## src/rtl/matrix_ctrl.sv

```systemverilog
// Sequencing FSM for the 64-column matrix multiplier: matrix load, per-hash MAC/drain/write.
// Optional perf counters are compiled in when MATRIX_CTRL_PERF_EN is defined.
module matrix_ctrl #(
  parameter int unsigned WCOUNT = 4,
  parameter int unsigned RD_LAT = 1,
  parameter int unsigned PE_LAT = 1,
  parameter int unsigned CNT_W  = 6
) (
  input  logic             clk,
  input  logic             rst,
  input  logic             mat_load,
  input  logic             matfifo_empty,
  output logic             matfifo_rd,
  input  logic [CNT_W-1:0] hashin_cnt,
  output logic             hashin_rd,
  input  logic             hashout_full,
  output logic             hashout_wr,
  input  logic             zi,
  input  logic             zj,
  input  logic             zk,
  input  logic             zt,
  input  logic [6:0]       counter_k,
  output logic             eni,
  output logic             ldi,
  output logic             enj,
  output logic             ldj,
  output logic             enk,
  output logic             ldk,
  output logic             ent,
  output logic             ldt,
  output logic             addr_sel,
  output logic             PE_en,
  output logic             PE_clr,
  output logic             m_ram_we,
  output logic [63:0]      en_column,
  output logic             mat_valid,
  output logic             busy,
  output logic             hash_done
`ifdef MATRIX_CTRL_PERF_EN
  ,
  output logic [31:0]      perf_ld_stall,
  output logic [31:0]      perf_out_stall,
  output logic [31:0]      perf_hashes
`endif
);

  localparam int unsigned COUNTER_LIMIT = 64 / WCOUNT - 1;
  localparam int unsigned DCNT_W        = $clog2(PE_LAT + 1);

  typedef enum logic [3:0] {
    S_IDLE, S_LD_INIT, S_LOAD, S_READY, S_CLEAR, S_MAC, S_DRAIN, S_WRITE, S_DONE
  } state_t;

  state_t              state, state_nxt;
  logic [RD_LAT-1:0]   rd_pipe;
  logic [DCNT_W-1:0]   drain_cnt;
  logic                load_pend;
  logic                pipe_empty;
  logic                drain_last;
  logic                hash_ok;
  logic                in_hash;
  logic                unused_k;

  assign pipe_empty = (rd_pipe == '0);
  assign drain_last = pipe_empty && (drain_cnt == DCNT_W'(PE_LAT - 1));
  assign hash_ok    = (hashin_cnt >= CNT_W'(COUNTER_LIMIT + 1));
  assign in_hash    = (state == S_CLEAR) || (state == S_MAC) || (state == S_DRAIN) ||
                      (state == S_WRITE) || (state == S_DONE);
  assign unused_k   = counter_k[6];

  // State register
  always_ff @(posedge clk) begin
    if (rst) state <= S_IDLE;
    else     state <= state_nxt;
  end

  // Next-state logic; the zj cycle is itself the 16th column read
  always_comb begin
    state_nxt = state;
    case (state)
      S_IDLE:    if (mat_load) state_nxt = S_LD_INIT;
      S_LD_INIT: state_nxt = S_LOAD;
      S_LOAD: begin
        if (mat_load)                         state_nxt = S_LD_INIT;
        else if (!matfifo_empty && zi && zk)  state_nxt = S_READY;
      end
      S_READY: begin
        if (mat_load || load_pend) state_nxt = S_LD_INIT;
        else if (hash_ok)          state_nxt = S_CLEAR;
      end
      S_CLEAR:   state_nxt = S_MAC;
      S_MAC:     if (zj) state_nxt = S_DRAIN;
      S_DRAIN:   if (drain_last) state_nxt = S_WRITE;
      S_WRITE:   if (!hashout_full && zt) state_nxt = S_DONE;
      S_DONE:    state_nxt = S_READY;
      default:   state_nxt = S_IDLE;
    endcase
  end

  // Output decode; rst forces every strobe low so an abort never pops or pushes
  always_comb begin
    matfifo_rd = 1'b0;
    m_ram_we   = 1'b0;
    eni        = 1'b0;
    ldi        = 1'b0;
    enj        = 1'b0;
    ldj        = 1'b0;
    enk        = 1'b0;
    ldk        = 1'b0;
    ent        = 1'b0;
    ldt        = 1'b0;
    addr_sel   = 1'b0;
    PE_clr     = 1'b0;
    PE_en      = 1'b0;
    hashin_rd  = 1'b0;
    hashout_wr = 1'b0;
    en_column  = '0;
    busy       = 1'b0;
    hash_done  = 1'b0;
    if (!rst) begin
      busy      = (state != S_IDLE) && (state != S_READY);
      PE_en     = rd_pipe[RD_LAT-1];
      hashin_rd = rd_pipe[RD_LAT-1];
      case (state)
        S_LD_INIT: begin
          ldi = 1'b1;
          ldk = 1'b1;
        end
        S_LOAD: begin
          en_column = 64'(1) << counter_k[5:0];
          if (!matfifo_empty) begin
            matfifo_rd = 1'b1;
            m_ram_we   = 1'b1;
            if (zi) begin
              ldi = 1'b1;
              enk = !zk;
            end else begin
              eni = 1'b1;
            end
          end
        end
        S_CLEAR: begin
          PE_clr    = 1'b1;
          ldj       = 1'b1;
          ldt       = 1'b1;
          en_column = '1;
        end
        S_MAC: begin
          addr_sel  = 1'b1;
          enj       = 1'b1;
          en_column = '1;
        end
        S_DRAIN: begin
          addr_sel  = 1'b1;
          en_column = '1;
        end
        S_WRITE: begin
          hashout_wr = !hashout_full;
          ent        = !hashout_full;
        end
        S_DONE:  hash_done = 1'b1;
        default: ;
      endcase
    end
  end

  // Read-latency pipe aligning PE_en/hashin_rd with column RAM data
  always_ff @(posedge clk) begin
    if (rst) rd_pipe <= '0;
    else     rd_pipe <= RD_LAT'({rd_pipe, enj});
  end

  // Counts empty-pipe cycles in DRAIN to cover the PE output latency
  always_ff @(posedge clk) begin
    if (rst)                                  drain_cnt <= '0;
    else if ((state == S_DRAIN) && pipe_empty) drain_cnt <= drain_cnt + DCNT_W'(1);
    else                                      drain_cnt <= '0;
  end

  // A reload requested mid-hash is served on the next READY entry
  always_ff @(posedge clk) begin
    if (rst)                         load_pend <= 1'b0;
    else if (state_nxt == S_LD_INIT) load_pend <= 1'b0;
    else if (mat_load && in_hash)    load_pend <= 1'b1;
  end

  always_ff @(posedge clk) begin
    if (rst)                                        mat_valid <= 1'b0;
    else if (state == S_LD_INIT)                    mat_valid <= 1'b0;
    else if (state == S_LOAD && state_nxt == S_READY) mat_valid <= 1'b1;
  end

`ifdef MATRIX_CTRL_PERF_EN
  // Saturating event counters
  always_ff @(posedge clk) begin
    if (rst) begin
      perf_ld_stall  <= '0;
      perf_out_stall <= '0;
      perf_hashes    <= '0;
    end else begin
      if (state == S_LOAD && matfifo_empty && perf_ld_stall != '1)
        perf_ld_stall <= perf_ld_stall + 32'd1;
      if (state == S_WRITE && hashout_full && perf_out_stall != '1)
        perf_out_stall <= perf_out_stall + 32'd1;
      if (state == S_DONE && perf_hashes != '1)
        perf_hashes <= perf_hashes + 32'd1;
    end
  end
`endif

endmodule
```

## config.mk

```make
export PLATFORM = sky130hd
export DESIGN_NAME = matrix_ctrl
export DESIGN_NICKNAME = d
export VERILOG_FILES = /design/src/rtl/matrix_ctrl.sv
export SDC_FILE = /design/constraint.sdc
export NUM_CORES = 1
export LEC_CHECK = 0
export BUFFER_PORTS_ARGS = -buffer_cell sky130_fd_sc_hd__buf_2
export CAP_MARGIN = 20
export CORE_ASPECT_RATIO = 1.25
export CORE_MARGIN = 2
export CORE_UTILIZATION = 34
export CTS_CLUSTER_DIAMETER = 50
export DETAILED_ROUTE_END_ITERATION = 10
export GPL_TIMING_DRIVEN = 0
export PLACE_DENSITY = 0.78
export SLEW_MARGIN = 10
export SYNTH_ARGS = -nofsm -noshare
export SYNTH_HDL_FRONTEND = slang
export SYNTH_SLANG_ARGS = --single-unit
```

## constraint.sdc

```tcl
create_clock -name clk -period 1.6 [get_ports clk]
set_input_delay 0.16 -clock clk [delete_from_list [all_inputs] [get_ports clk]]
set_output_delay 0.16 -clock clk [all_outputs]
set_load 0.005 [all_outputs]
```

==> results of run 1 <==
registers in the layout (all words and copies together), names as in the netlist:
| register | count |
|---|---|
| drain_cnt | 1 |
| load_pend | 1 |
| mat_valid | 1 |
| rd_pipe | 1 |
| state | 4 |
synthesized netlist by cell type (2+ instances only):
master    number
a21oi_1        4
buf_2          2
buf_4          5
nor2_1        13
nand4_1        4
clkbuf_1      13
nand2b_1       9
nor4_1         4
nor3_1         8
nor3b_4        2
nand2_1       21
dfxtp_1        8
o21ai_1        2
o21ai_0       67
nor2b_1        8
cells by family after synthesis:
logic type	synth area share
AOI/OAI and AO/OA	0.397
buffers and inverters	0.0887
DFF	0.142
and+or+nand+nor	0.373
critical path: cells and delay by family (launching register included):
family          cells  cell delay [ns]
buf+inv             1             0.15
flops               1             0.34
simple gates        4             1.16
compound gates      1             0.18
power breakdown:
group | switching [mW] | internal [mW] | leakage (nW)
combinational | 0.161 | 0.107 | 0.999
clock | 0.0862 | 0.164 | 0.0216
sequential | 0.00736 | 0.203 | 0.0672
final timing paths:
check	startpoint	end	slack, ns	cells past startpoint
worst max-delay path	state[3]	en_column[61]	-0.61	6
worst min-delay path	zt	state[3]	0.23	3
worst max register to register	state[0]	load_pend	-0.03	5
worst min register to register	drain_cnt	drain_cnt	0.52	2
metal layers:
| layer | wire length [microns] | share of wire | up-vias |
|---|---|---|---|
| li1 | - | - | 911 |
| met1 | 2020 | 0.39 | 885 |
| met2 | 2840 | 0.54 | 83 |
| met3 | 215 | 0.041 | 14 |
| met4 | 146 | 0.028 | 0 |
| met5 | 0 | 0 | - |
layout by cell type, fill, tap and decap left out, types with 7 or more instances in the layout:
| cell | Yosys | layout |
|---|---|---|
| nor2_1 | 13 | 10 |
| o21ai_1 | 2 | 54 |
| nand2b_1 | 9 | 8 |
| nand2_2 | 0 | 13 |
| buf_6 | 0 | 7 |
| buf_4 | 5 | 16 |
| o21ai_2 | 0 | 11 |
| nor2b_1 | 8 | 7 |
| nand2_1 | 21 | 8 |
| buf_2 | 2 | 98 |
layout make-up:
cell class,count,area [sq um]
Multi-Input combinational cell,158,1070
Clock buffer,3,41.3
Fill cell,280,1080
Timing Repair Buffer,115,637
Sequential cell,8,170
Tap cell,37,46.3
Buffer,19,146
metrics by stage:
stage,setup WS [ns],cell area [sq um]
after global placement,-0.331,1680
final,-0.607,2110
after floorplan,-0.0423,1140
after CTS,-0.507,1920
after detailed placement,-0.354,1680
after global routing,-0.661,2110
what timing repair did:
item,in CTS,in global routing
resized for setup,70,45
pin swaps,21,20
gates cloned,0,1
buffers inserted,6,11
hold buffers,0,0
setup endpoints to repair,77,79
==> results.tsv, run 1 <==
metric	value	unit
io_buffers	98	
yosys_warnings	0	
clk_path_buf_depth	2	
met1_usage	0.279	
use_met2	0.438	
viasPerCell	5.57	
dieArea	3800	sq um
tns	-30.46	ns
io_pins	104	
nNetsFinal	327	
synthCells	187	
cp_slowest_cell	or3_4	
cp_max_fo	4	
grt_util_met3	0.0113	
dr.pass1.iters	4	
slew_viol_final	0	
max_cap_viol_count	0	
place.gp.congestion	0.856	
finalWirelength	5230	microns
synth_cell_types	32	
finalCritPeriodShare	1.38	
synth.net_count	209	
netlist_area	1130	sq um
crit_arrival	2.05	ns
tightestPinTransition	0.639	ns
hp-class	input pin to flop	
start_kind	flop	
synth-async-reset-ratio	0	
status	finished with violations	
dpl.hpwl	3360	microns
synth_edf_count	0	
crit_chain	or2_4, or3_4, nor3b_4, nand2_2, o21ai_1, buf_2	
rsz0062_at_grt	yes	
cts_max_level	1	
insertion_delay	0.23	ns
grt_max_degree	11	
die_w	55.5	microns
end_kind	output pin	
path_class	flop to output pin	
route.antenna.remaining_nets	0	
ys_seq_elements	8	
avgRoutedWirePerCell	15.4	microns
total_power	0.728	mW
setup_violations	72	
synth_top_flop_cell	dfxtp_1	
fmax	453	MHz
yosysTopAreaCell	o21ai_0	
finalWorstSetupSlack	-0.607	ns
antenna_found_initial	0	
finalHoldViolCount	0	
synth_top_area_share	0.297	
failed_checks	negative setup slack	
rows	23	
cts_inserted_buffers	3	
die-height	68.4	microns
dp.cells	322	
initial_utilization	0.353	
numClockSinks	8	
seq_area_frac_synth	0.142	
ir_drop	0.277	mV
drive_above_1_share	0.594	
fin_hold_ws	0.230	ns
drcViolationCount	0	
cts_tree	built	
drtIter0Drc	50	
min_period	2.21	ns
grtUsageTotal	0.234	
synth_area_leaders	o21ai_0 30%, dfxtp_1 14%, nand2_1 7.0%, nand2b_1 5.0%, nor2b_1 4.4%	
cpPeakStageDelay	0.39	ns
diodes	0	
clock_tree.root_cell	clkbuf_8	
crit_required	1.44	ns
p_leak	1.09	nW
post-route-util	0.662	
clk_pin_slew_worst_paths	0.04	ns
stdcell_count	340	
grt_busiest_layer	met2	
grt_pass1_vias	1644	
fin_worst_skew	0.00359	ns
grt_pass1_wl	7400	microns
core-area	3190	sq um
synth_area_per_cell	6.04	sq um
slew-limit-headroom	0.574	
power_density	344	nW/um^2
area_growth	87.4	%
grt_remaining_overflow	0	
vias	1893	
Note: power is estimated with default switching activity, not from simulation.
==> inputs of run 2 (changes only) <==
--- a/config.mk
+++ b/config.mk
@@ -11,10 +11,13 @@
 export CORE_MARGIN = 2
 export CORE_UTILIZATION = 34
 export CTS_CLUSTER_DIAMETER = 50
+export CTS_CLUSTER_SIZE = 24
 export DETAILED_ROUTE_END_ITERATION = 10
 export GPL_TIMING_DRIVEN = 0
 export PLACE_DENSITY = 0.78
+export RECOVER_POWER = 100
 export SLEW_MARGIN = 10
 export SYNTH_ARGS = -nofsm -noshare
 export SYNTH_HDL_FRONTEND = slang
 export SYNTH_SLANG_ARGS = --single-unit
+export TNS_END_PERCENT = 1
==> run 2 against run 1 <==
Effect of this change:
- the run still ends with negative setup slack left
- design area shrank 9.2%
- register-to-register slack got worse by 0.18 ns
- global-route usage fell by 1.6 points
- critical path depth did not move
- sequential power about the same
- routed wire length shrank 12%
- clock skew fell by 0.0027 ns
- critical path type unchanged
- critical endpoint is now en_column[58]
- largest cell class unchanged
- largest power group is now clock
==> results.tsv, run 2 (same netlist as run 1, synthesis figures left out) <==
metric	value	unit	change
drive_above_1_share	0.502		was 0.594
hp-class	input pin to flop		unchanged
grt_pass1_vias	1455		was 1644
clock_tree.root_cell	clkbuf_8		unchanged
drtIter0Drc	99		was 50
numClockSinks	8		unchanged
postCtsHoldBufs	0		unchanged
switching_share	0.339		was 0.349
tightestPinTransition	0.560	ns	was 0.639 ns
grt_remaining_overflow	0		unchanged
grt_pass1_wl	6640	microns	was 7400 microns
insertion_delay	0.24	ns	was 0.23 ns
die-height	68.4	microns	unchanged
fin_worst_skew	0.000862	ns	was 0.00359 ns
finalWorstSetupSlack	-0.545	ns	was -0.607 ns
nNetsFinal	317		was 327
p_leak	0.992	nW	was 1.09 nW
status	finished with violations		unchanged
min_period	2.14	ns	was 2.21 ns
finalHoldViolCount	0		unchanged
grtUsageTotal	0.217		was 0.234
pwr-share-clk	0.368		was 0.343
drcViolationCount	0		unchanged
area_growth	70.2	%	was 87.4%
cp_slowest_cell	or3_4		unchanged
slew_viol_final	0		unchanged
viasPerCell	5.48		was 5.57
p_int	0.453	mW	was 0.474 mW
dr.pass1.iters	4		unchanged
antenna_found_initial	0		unchanged
slew-limit-headroom	0.627		was 0.574
finalCritPeriodShare	1.34		was 1.38
layout_common_cells	97 x buf_2, 35 x o21ai_1, 34 x o21ai_0		was 98 x buf_2, 54 x o21ai_1, 16 x buf_4
diodes	0		unchanged
switching_power	0.232	mW	was 0.254 mW
cts_max_level	1		unchanged
vias	1809		was 1893
dieArea	3800	sq um	unchanged
clk_path_buf_depth	2		unchanged
fmax	466	MHz	was 453 MHz
failed_checks	negative setup slack		unchanged
ir_drop	0.227	mV	was 0.277 mV
cpPeakStageDelay	0.42	ns	was 0.39 ns
power_density	357	nW/um^2	was 344 nW/um^2
crit_chain	or2_4, or3_4, nor3b_4, nand2_2, o21ai_1, buf_2		unchanged
cts_tree	built		unchanged
crit_arrival	1.98	ns	was 2.05 ns
rsz0062_at_grt	yes		unchanged
avgRoutedWirePerCell	14.0	microns	was 15.4 microns
area.sequential	168	sq um	was 170 sq um
seqPwrFrac	0.304		was 0.289
io_buffers	98		unchanged
multi_input_area	985	sq um	was 1070 sq um
die_w	55.5	microns	unchanged
place.gp.congestion	0.805		was 0.856
dpl.hpwl	3340	microns	was 3360 microns
largest_register_ff_count	4		unchanged
clk_pin_slew_worst_paths	0.04	ns	about the same
largest_register	state		unchanged
crit_required	1.44	ns	about the same
max_cap_viol_count	0		unchanged
fillers	301		was 280
setup_violations	78		was 72
dp_slack	-0.400	ns	was -0.354 ns
core-area	3190	sq um	unchanged
route.antenna.remaining_nets	0		unchanged
initial_utilization	0.353		unchanged
cp_max_fo	4		unchanged
grt_max_degree	11		unchanged
r2r_setup_slack	-0.21	ns	was -0.03 ns
rows	23		unchanged
power_frac_comb	0.328		was 0.367
layout_commonest_cell	buf_2		unchanged
end_kind	output pin		unchanged
cts_inserted_buffers	3		unchanged
start_kind	flop		unchanged
path_class	flop to output pin		unchanged
io_pins	104		unchanged
finalWirelength	4620	microns	was 5230 microns
fin_hold_ws	0.199	ns	was 0.230 ns
-- run 2: routing by layer --
metal / vias up / part of all wire / track usage
met5: - / 0 / 0
met4: 0 / 0.013 / 0.0976
met3: 5 / 0.076 / 0.0340
met2: 101 / 0.52 / 0.384
met1: 810 / 0.39 / 0.262
li1: 893 / - / -
-- run 2: final timing paths --
path / start / endpoint / cells after the start
setup reg to reg: state[0] / load_pend / 5
hold / removal: zt / state[3] / 3
setup / recovery: state[2] / en_column[58] / 6
hold reg to reg: drain_cnt / drain_cnt / 2
-- run 2: power by group through the flow --
stage          logic (mW)  registers, mW  clock network (mW)
2_1_floorplan       0.110          0.212                   0
3_3_place_gp        0.185          0.213                   0
3_5_place_dp        0.186          0.213                   0
4_1_cts             0.202          0.207               0.254
5_1_grt             0.245          0.209               0.273
6_report            0.225          0.208               0.252
-- run 2: what timing repair did --
action | in CTS | in global routing
pin swaps | 12 | 5
gates resized for setup | 34 | 34
buffers inserted | 5 | 0
endpoints found under the setup margin | 80 | 80
-- run 2: cell type report --
cell class / count / share of cell area
plain buffers: 21 / 0.0782
multi-input cells: 158 / 0.513
clock buffers: 3 / 0.0215
well taps: 37 / 0.0241
flip-flops and latches: 8 / 0.0873
repair buffers: 103 / 0.276
-- run 2: per-stage QoR --
stage | instances | total power, mW | cell area (sq um) | util | setup TNS, ns
floorplan | 187 | 0.322 | 1130 | - | -1.93
global placement | 322 | 0.397 | 1670 | 0.522 | -21.11
detailed placement | 322 | 0.399 | 1670 | 0.522 | -21.32
CTS | 330 | 0.662 | 1840 | 0.576 | -30.98
global route | 330 | 0.727 | 1920 | 0.601 | -36.21
finish | 330 | 0.686 | 1920 | 0.601 | -28.95
-- run 2: worst max-delay path: cells and delay by family (launching register included) --
| kind | cells | cell delay, ns |
|---|---|---|
| AND/OR/NAND/NOR | 4 | 1.13 |
| flip-flops | 1 | 0.33 |
| AO/OA/AOI/OAI | 1 | 0.15 |
| buffers and inverters | 1 | 0.13 |
==> inputs of run 3 (changes only) <==
--- a/config.mk
+++ b/config.mk
@@ -9,12 +9,12 @@
 export CAP_MARGIN = 20
 export CORE_ASPECT_RATIO = 1.25
 export CORE_MARGIN = 2
-export CORE_UTILIZATION = 34
+export CORE_UTILIZATION = 40
 export CTS_CLUSTER_DIAMETER = 50
 export CTS_CLUSTER_SIZE = 24
 export DETAILED_ROUTE_END_ITERATION = 10
 export GPL_TIMING_DRIVEN = 0
-export PLACE_DENSITY = 0.78
+export PLACE_DENSITY = 0.86
 export RECOVER_POWER = 100
 export SLEW_MARGIN = 10
 export SYNTH_ARGS = -nofsm -noshare
==> constraint.sdc (replaced) <==
create_clock -name clk -period 2.5 [get_ports clk]
set_input_delay 0.25 -clock clk [delete_from_list [all_inputs] [get_ports clk]]
set_output_delay 0.25 -clock clk [all_outputs]
set_load 0.005 [all_outputs]
==> run 3 against run 2 <==
Effect of this change:
- clock skew increased by 0.0032 ns
- critical path depth unchanged
- sequential power down 36%
- combinational power decreased by 48%
- register-to-register slack improved by 0.96 ns
- largest cell class unchanged
- via count fell by 1.3%
- the flow now finishes without violations
- final cell count down 2.4%
==> results.tsv, run 3 (same netlist as run 1, synthesis figures left out) <==
metric	value	unit	change
crit_chain	or2_4, or3_4, nor3b_4, nand2_1, o21ai_0, clkbuf_1		was or2_4, or3_4, nor3b_4, nand2_2, o21ai_1, buf_2
worstHoldPathCells	3		unchanged
route.antenna.remaining_nets	0		unchanged
io_pins	104		unchanged
rsz0062_at_grt	no		was yes
dp.cells	319		was 322
die_w	51.5	microns	was 55.5 microns
cts_max_level	1		unchanged
antenna_found_initial	0		unchanged
slew_viol_final	0		unchanged
grt_max_degree	11		unchanged
postCtsHoldBufs	0		unchanged
area_growth	42.6	%	was 70.2%
drive_above_1_share	0.191		was 0.502
layout_common_cells	73 x clkbuf_1, 67 x o21ai_0, 33 x buf_2		was 97 x buf_2, 35 x o21ai_1, 34 x o21ai_0
clk_path_buf_depth	2		unchanged
tns	0	ns	was -28.95 ns
cts_resized	0		was 34
grt_remaining_overflow	0		unchanged
clk_pin_slew_worst_paths	0.06	ns	was 0.04 ns
tightestPinTransition	0.457	ns	was 0.560 ns
grt_pass1_vias	1647		was 1455
cpPeakStageDelay	0.39	ns	was 0.42 ns
drcViolationCount	0		unchanged
core-area	2680	sq um	was 3190 sq um
rr_startpoint	state[0]		unchanged
setup_violations	0		was 78
dr.pass1.iters	4		unchanged
grt_pass1_wl	7120	microns	was 6640 microns
dpl.hpwl	3280	microns	was 3340 microns
finalCritPeriodShare	0.943		
stdcell_count	322		was 330
worst-path-buf-inv	1		unchanged
numClockSinks	8		unchanged
vias	1785		was 1809
insertion_delay	0.26	ns	was 0.24 ns
layout_commonest_cell	clkbuf_1		was buf_2
rows	21		was 23
ir_drop	0.183	mV	was 0.227 mV
finalHoldViolCount	0		unchanged
io_buffers	98		unchanged
fin_worst_skew	0.00410	ns	was 0.000862 ns
fmax	424	MHz	
hold_start	zt		unchanged
cts_tree	built		unchanged
final_area	1610	sq um	was 1920 sq um
grtUsageTotal	0.272		was 0.217
place.gp.congestion	0.912		was 0.805
end_kind	output pin		unchanged
largest_register_ff_count	4		unchanged
slew-limit-headroom	0.692		was 0.627
p_leak	0.643	nW	was 0.992 nW
max_cap_viol_count	0		unchanged
nNetsFinal	312		was 317
crit_arrival	2.11	ns	was 1.98 ns
diodes	0		unchanged
hold_end	state[3]		unchanged
placed_area	1660	sq um	was 1670 sq um
cp_slowest_cell	or3_4		unchanged
clock_tree.root_cell	clkbuf_4		was clkbuf_8
avgRoutedWirePerCell	13.0	microns	was 14.0 microns
crit_required	2.25	ns	was 1.44 ns
drtIter0Drc	52		was 99
r2r_setup_slack	0.75	ns	was -0.21 ns
finalWirelength	4180	microns	was 4620 microns
initial_utilization	0.421		was 0.353
viasPerCell	5.54		was 5.48
hp-class	input pin to flop		unchanged
post_cts_buffers	0		was 5
largest_register	state		unchanged
post-route-util	0.600		was 0.601
status	finished, final reports clean		was finished with violations
r2r_cells	5		unchanged
r2r_end	load_pend		unchanged
path_delay_family	simple AND/OR/NAND/NOR gates		unchanged
power_density	220	nW/um^2	was 357 nW/um^2
min_period	2.36	ns	
path_class	flop to output pin		unchanged
dieArea	3260	sq um	was 3800 sq um
start_kind	flop		unchanged
die-height	63.4	microns	was 68.4 microns
cp_max_fo	8		was 4
cts_inserted_buffers	3		unchanged
run 3: through the flow:
step	power (mW)	worst slack [ns]	hold WS [ns]
5_1_grt	0.377	0.00191	0.294
6_report	0.354	0.143	0.273
3_3_place_gp	0.252	0.437	0.493
4_1_cts	0.358	0.132	0.271
2_1_floorplan	0.205	0.726	0.407
3_5_place_dp	0.254	0.440	0.492
run 3: how the worst max path moves through the flow:
| stage | cells past startpoint | endpoint | slack (ns) | from |
|---|---|---|---|---|
| 6_report | 6 | en_column[46] | 0.14 | state[3] |
| 5_1_grt | 6 | en_column[49] | 0.002 | state[3] |
| 4_1_cts | 8 | en_column[4] | 0.13 | state[3] |
| 3_5_place_dp | 8 | en_column[50] | 0.44 | state[3] |
| 3_3_place_gp | 8 | en_column[4] | 0.44 | state[3] |
| 2_1_floorplan | 5 | en_column[34] | 0.73 | state[3] |
run 3: worst reg2reg max path, cell delays in order (launching register included):
cell and delay [ns]:
dfxtp_1 0.32, nand2b_1 0.21, or3_1 0.36, o32ai_1 0.16
a41oi_1 0.14, o41a_1 0.45
run 3: cell type report:
cell class / count / area [sq um]
well taps: 34 / 42.5
flip-flops and latches: 8 / 160
repair buffers: 98 / 412
multi-input cells: 158 / 868
clock buffers: 3 / 22.5
fillers: 302 / 1070
plain buffers: 21 / 104
run 3: per-layer routing:
metal / global-route usage / routed length, microns / vias to the layer above / share of wire
met1: 0.317 / 1630 / 794 / 0.39
li1: - / - / 878 / -
met5: 0 / 0 / - / 0
met2: 0.473 / 2110 / 100 / 0.50
met4: 0.118 / 121 / 0 / 0.029
met3: 0.0450 / 327 / 13 / 0.078
run 3: where the power goes:
group | internal [mW] | switching, mW | total (mW)
Clock | 0.0552 | 0.0480 | 0.103
Sequential | 0.131 | 0.00253 | 0.134
Combinational | 0.0434 | 0.0741 | 0.117
Total | 0.230 | 0.125 | 0.354
